$ cat config.mk
export PLATFORM = sky130hd
export DESIGN_NAME = slot_sensor_filter
export DESIGN_NICKNAME = d
export VERILOG_FILES = /design/src/rtl/slot_sensor_filter.sv
export SDC_FILE = /design/constraint.sdc
export NUM_CORES = 1
export LEC_CHECK = 0
export ABC_AREA = 1
export CORE_UTILIZATION = 46
export DETAILED_ROUTE_END_ITERATION = 10
export DONT_BUFFER_PORTS = 1
export PLACE_DENSITY_LB_ADDON = 0.1
export REMOVE_ABC_BUFFERS = 1
export SLEW_MARGIN = 40
export SYNTH_ARGS = -nofsm -noshare
export SYNTH_HDL_FRONTEND = slang
export SYNTH_SLANG_ARGS = --single-unit
$ cat constraint.sdc
create_clock -name clock_50MHz -period 4.15 [get_ports clock_50MHz]
set_input_delay 0.83 -clock clock_50MHz [delete_from_list [all_inputs] [get_ports clock_50MHz]]
set_output_delay 0.83 -clock clock_50MHz [all_outputs]
set_load 0.02 [all_outputs]
$ cat src/rtl/slot_sensor_filter.sv
// slot_sensor_filter
//   Conditions the six raw parking-slot sensors into a clean occupancy bus.
//   Each channel runs through a two-flop synchronizer and a debounce counter.
//   A new level is accepted only after DEBOUNCE_CYCLES consecutive
//   synchronized cycles that disagree with the current pos value.
//
// Ports
//   clock_50MHz   in   system clock; all logic runs on the rising edge
//   reset         in   synchronous, active-high reset
//   sensor_raw    in   [5:0] asynchronous raw sensors, 1 = occupied
//   pos           out  [5:0] debounced occupancy (registered)
//   free_count    out  [2:0] number of free slots, 6 - popcount(pos) (registered)
//   full          out  1 when free_count == 0 (registered)
//   change_strobe out  one-cycle pulse on the edge where pos changes (registered)

// One debounce channel: synchronizer, counter and the registered pos bit.
// pos_nxt is exposed so the top can derive its summary outputs from the
// value pos is about to take, which keeps them aligned with pos.
module slot_sensor_chan #(
    parameter int DEBOUNCE_CYCLES = 500000,
    parameter int CNT_W           = 19
) (
    input  logic clk,
    input  logic reset,
    input  logic raw,
    output logic pos_q,
    output logic pos_nxt
);
    localparam logic [CNT_W-1:0] CNT_LAST = CNT_W'(DEBOUNCE_CYCLES - 1);

    logic             sync1, sync2;
    logic [CNT_W-1:0] cnt, cnt_nxt;

    // Any cycle that agrees with pos discards accumulated count, so a
    // bouncing input restarts from zero every time it returns.
    always_comb begin
        pos_nxt = pos_q;
        cnt_nxt = '0;
        if (sync2 != pos_q) begin
            if (cnt == CNT_LAST) begin
                pos_nxt = sync2;
            end else begin
                cnt_nxt = cnt + CNT_W'(1);
            end
        end
    end

    always_ff @(posedge clk) begin
        if (reset) begin
            sync1 <= 1'b0;
            sync2 <= 1'b0;
            cnt   <= '0;
            pos_q <= 1'b0;
        end else begin
            sync1 <= raw;
            sync2 <= sync1;
            cnt   <= cnt_nxt;
            pos_q <= pos_nxt;
        end
    end
endmodule

module slot_sensor_filter #(
    parameter int DEBOUNCE_CYCLES = 500000,
    parameter int CNT_W           = 19
) (
    input  logic       clock_50MHz,
    input  logic       reset,
    input  logic [5:0] sensor_raw,
    output logic [5:0] pos,
    output logic [2:0] free_count,
    output logic       full,
    output logic       change_strobe
);
    localparam int NUM_SLOTS = 6;

    logic [NUM_SLOTS-1:0] pos_nxt;
    logic [2:0]           occupied;
    logic [2:0]           free_nxt;

    for (genvar g = 0; g < NUM_SLOTS; g++) begin : g_chan
        slot_sensor_chan #(
            .DEBOUNCE_CYCLES(DEBOUNCE_CYCLES),
            .CNT_W          (CNT_W)
        ) u_chan (
            .clk    (clock_50MHz),
            .reset  (reset),
            .raw    (sensor_raw[g]),
            .pos_q  (pos[g]),
            .pos_nxt(pos_nxt[g])
        );
    end

    always_comb begin
        occupied = 3'd0;
        for (int i = 0; i < NUM_SLOTS; i++) begin
            occupied = occupied + 3'(pos_nxt[i]);
        end
        free_nxt = 3'd6 - occupied;
    end

    // Summary outputs are registered from pos_nxt on the same edge as pos,
    // so simultaneous channel updates yield one strobe and one count step.
    always_ff @(posedge clock_50MHz) begin
        if (reset) begin
            free_count    <= 3'd6;
            full          <= 1'b0;
            change_strobe <= 1'b0;
        end else begin
            free_count    <= free_nxt;
            full          <= (free_nxt == 3'd0);
            change_strobe <= (pos_nxt != pos);
        end
    end
endmodule

# Word-level counts from Yosys, hierarchy flattened
# Cells that the tools add are included.
dict set report word_totals {
  register_bits 137
  word_cells 77
}
dict set report classes {
  addsub 12
  eq_ne 13
  muxes 12
  n_bitwise 6
  n_reduce_logical 7
}
# cell count
set ops {}
lappend ops {{$add A19 B1 Y19 const B} 6}
lappend ops {{$eq A19 B19 Y1 const B} 6}
lappend ops {{$reduce_or A3 Y1} 6}
lappend ops {{$mux W1} 12}
lappend ops {{$add A3 B1 Y3} 3}
lappend ops {{$ne A1 B1 Y1} 6}
lappend ops {{$ne A6 B6 Y1} 1}
lappend ops {{$not A1 Y1} 6}
lappend ops {{$add A2 B1 Y3} 1}
lappend ops {{$logic_not A3 Y1} 1}
lappend ops {{$sub A3 B3 Y3 const A} 1}
lappend ops {{$add A1 B1 Y2} 1}

# Logic depth before layout (Yosys ltp)
dict set report depth {
  depth_word 10
  mapped_depth 21
  mapped_depth_nobuf 21
}

# Modules after synthesis
# From an unflattened synthesis, not the netlist that was laid out.
dict set report unflattened {
  cells_unflattened 1066
  area_unflattened_um2 7288.2
}
# mod instances cells_per_inst area_each_um2 seq_area_each_um2
set by_module_without_submodules {}
lappend by_module_without_submodules {slot_sensor_chan 6 168 1149.9 440.4}
lappend by_module_without_submodules {slot_sensor_filter 1 58 389.1 100.1}

# Least setup slack after synthesis
# Ideal clock, no wire load.
dict set report synth_timing {
  path_kind {register -> register}
  startpoint {register g_chan[4].u_chan.cnt[0]}
  endpoint {register free_count[1]}
  setup_time_ns 0.123
  arrival_time_ns 2.979
  t_required_ns 4.027
  path_slack_ns 1.047
  path_stages_with_launch 14
  path_buffers 0
  synth_period_minus_slack_ns 3.103
  cell_sequence {dfxtp_1 -> ha_1 -> nand3_2 -> nor3_2 -> nand2_1 -> o21ai_0 -> inv_1 -> fa_1 -> ha_1 -> inv_1 -> fa_1 -> inv_1 -> ha_1 -> or2_2}
}
dict set report synth_between {
  elab_chain_cells 6
}
# item line
set synth_lines {}
lappend synth_lines {{start: declaration} 32} ;# logic [CNT_W-1:0] cnt, cnt_nxt;
lappend synth_lines {{start signal: assignment} 57} ;# cnt <= cnt_nxt;
lappend synth_lines {{$eq A19 B19 Y1} 40} ;# if (cnt == CNT_LAST) begin
lappend synth_lines {{$mux W1} 40}
lappend synth_lines {{$mux W1} 39} ;# if (sync2 != pos_q) begin
lappend synth_lines {{net g_chan[4].u_chan.pos_nxt} 27} ;# output logic pos_nxt
lappend synth_lines {{$add A3 B1 Y3 (2 in a row)} 97} ;# occupied = occupied + 3'(pos_nxt[i]);
lappend synth_lines {{$sub A3 B3 Y3} 99} ;# free_nxt = 3'd6 - occupied;
lappend synth_lines {{net free_nxt[1]} 79} ;# logic [2:0] free_nxt;
lappend synth_lines {{end signal: assignment} 110} ;# free_count <= free_nxt;
lappend synth_lines {{end: declaration} 71} ;# output logic [2:0] free_count,
# The timed path passes the listed nets, and every way through them passes these cells.
# A chain may end at the register's enable or synchronous reset.

# Worst setup path in the final report
# Ends and elaborated chain as after synthesis.

==> results.toml <==
[clock_tree]
clock-sinks = 137
post_cts_resized = 0
clkSlewWorstSetupHoldPaths_ns = 0.06
cts_buffer_depth = 2
ctsHoldBuffers = 0
clk_latency_ns = 0.42
cts_setup_buffers = 0
numCtsBuffers = 17
htree_num_levels = 4
cts-root-buf = "clkbuf_16"
cts_tree = "built"

[timing]
rsz0062_at_grt = "no"
skew_ns = 0.01023
finalSetupTns_ns = 0
setup_violations = 0
fmax_mhz = 295.9
period_share = 0.8144
tightest_slew_ns = 0.3810
relSlewSlack = 0.7457
fin_ws_ns = 0.7702
hold_ws_ns = 0.3988
hold_violations = 0
layout_min_cycle_time_ns = 3.380
drv_slew = 0

[route]
first_pass_iters = 4
wl_mm = 12.39
drc_errors = 0
routedWlPerCell_um = 11.34
via_count = 5263
ant_nets = 0
dr.first_iter.drc_count = 262
via_per_inst = 4.820

[die]
core-area_mm2 = 0.01393
dieArea_mm2 = 0.01486
io_pins = 19
die_h_um = 121.9
start_util = 0.4745
rows = 43
die_w_um = 121.9

[global_routing]
grt_max_degree = 24
grt_overflow_total = 0
grt_pass1_wl_mm = 21.38
antenna_found_initial = 0
gr-usage-all-layers = 0.1830
grt_pass1_vias = 4743

[power]
leakagePower_nw = 2.854
comb_power_share = 0.008
p_sw_frac = 0.1964
seqPwrFrac = 0.448
ir_drop_v = 0.0005094
switchingPower_uw = 581.1
clkPwrFrac = 0.544
power_density_mw_per_mm2 = 401.0
p_int_mw = 2.378

[worst_hold_path]
hold_depth = 2
hp-class = "flip-flop to flip-flop"

[outcome]
status = "complete, no violations"

[logic_synthesis]
syn_avg_cell_area_um2 = 7.387
ys.warnings.count = 0
syn-cell-area_mm2 = 0.006611
netlist_instances = 895
ys_seq_elements = 137
synth-seq-area-share = 0.4148
ys_types = 36

[place]
dp_hpwl_mm = 9.072
pre_cts_ws_ns = 0.7643
gp_routability_congestion = 0.8501
io_buffers = 0

[cells_and_area]
final_nets = 920
post-route-util = 0.5295
fillCellCount = 1332
diodes = 0
synthToLayoutAreaGrowth_pct = 11.60
layout-drive-gt1-share = 0.1042
layout_common_cells = "155 x nor2_1, 155 x nand2_1, 137 x dfxtp_1"
layout.area.seq_mm2 = 0.002743
multi_input_area_mm2 = 0.003248

[worst_setup_path]
end_kind = "flip-flop"
max_stage_delay_ns = 0.54
cp_top_family = "adder cells"
path_class = "flip-flop to flip-flop"
critPathBufInv = 3
crit_slowest_cell = "fa_1"
critical_path.max_fanout = 4
cp-start-kind = "flip-flop"
worst-path-stages = 13
crit_arrival_ns = 3.68
path_cells = "ha_1 -> nand3_2 -> nor3_2 -> nand2_1 -> o21ai_0 -> inv_1 -> fa_1 -> ha_1 -> inv_1 -> fa_1 -> inv_1 -> ha_1 -> or2_2"
required_ns = 4.45
reg2regPathDepth = 13

[flow_run]
maxCapViolCount = 0
==> kinds of logic after synthesis <==
group | count (synthesis) | synth area share
simple gates | 480 | 0.3471
buf+inv | 154 | 0.09387
flops | 137 | 0.4148
compound gates | 59 | 0.04902
xor+xnor | 53 | 0.07021
fa+ha+maj | 12 | 0.02498
==> worst paths after layout <==
| check | slack, ns | end | startpoint |
|---|---|---|---|
| worst min register to register | 0.40 | g_chan[5].u_chan.sync2 | g_chan[5].u_chan.sync1 |
| worst max-delay path | 0.77 | free_count[1] | g_chan[4].u_chan.cnt[0] |
| worst min-delay path | 0.40 | g_chan[5].u_chan.sync2 | g_chan[5].u_chan.sync1 |
| worst max register to register | 0.77 | free_count[1] | g_chan[4].u_chan.cnt[0] |
==> metal layers <==
| metal | GRT usage | vias up | wire [µm] |
|---|---|---|---|
| li1 | - | 2804 | - |
| met1 | 0.2342 | 2399 | 6265 |
| met3 | 0.06367 | 12 | 439 |
| met5 | 0 | - | 0 |
| met2 | 0.2885 | 48 | 5543 |
| met4 | 0.05478 | 0 | 137 |
==> power by group through the flow <==
stage | registers [mW] | clock network, mW | logic (mW)
3_5_place_dp | 1.36 | 0 | 0.0242
3_3_place_gp | 1.36 | 0 | 0.0239
4_1_cts | 1.33 | 1.65 | 0.0244
2_1_floorplan | 1.35 | 0 | 0.0182
5_1_grt | 1.33 | 1.71 | 0.0278
6_report | 1.33 | 1.61 | 0.0237
==> tightest hold or removal path, delay by kind of cell (launching register included) <==
family                 cells  cell delay (ns)
buffers and inverters      1             0.04
DFF                        1             0.29
and+or+nand+nor            1             0.03
==> flip-flops by register name, summed over array words and instances (netlist names) <==
register and cells:
free_count 3, full 1, g_chan.u_chan.sync1 6, g_chan.u_chan.sync2 6, g_chan.u_chan.pos_q 6, change_strobe 1, g_chan.u_chan.cnt 114
==> cells in the mapped netlist, drive strengths merged <==
master	n	area share
inv	140	0.079
dfxtp	137	0.41
ha	10	0.019
nand2	162	0.096
nor2	173	0.11
clkbuf	2	0.0011
nand3b	8	0.0091
a31oi	1	0.00095
xor2	44	0.058
nor3	35	0.042
fa	2	0.0061
nand3	66	0.055
o21bai	1	0.0011
nand4	21	0.021
a21oi	37	0.031
buf	12	0.013
nor3b	6	0.0068
a21boi	1	0.0011
xnor2	9	0.012
or2	9	0.0085
o21ai	19	0.015
==> stage by stage <==
step | power, mW | instances | area, µm²
3_5_place_dp | 1.379 | 1061 | 6741
2_1_floorplan | 1.372 | 881 | 6516
6_report | 2.959 | 1092 | 7378
3_3_place_gp | 1.379 | 1061 | 6741
4_1_cts | 2.999 | 1092 | 7378
5_1_grt | 3.067 | 1092 | 7378
==> area by class of cell <==
class / count / share of cell area
multi-input cells: 604 / 0.4402
flip-flops and latches: 137 / 0.3717
clock inverters: 11 / 0.02306
clock buffers: 20 / 0.06325
inverters: 140 / 0.07122
well taps: 180 / 0.03052
(Power assumes the default switching activity.)
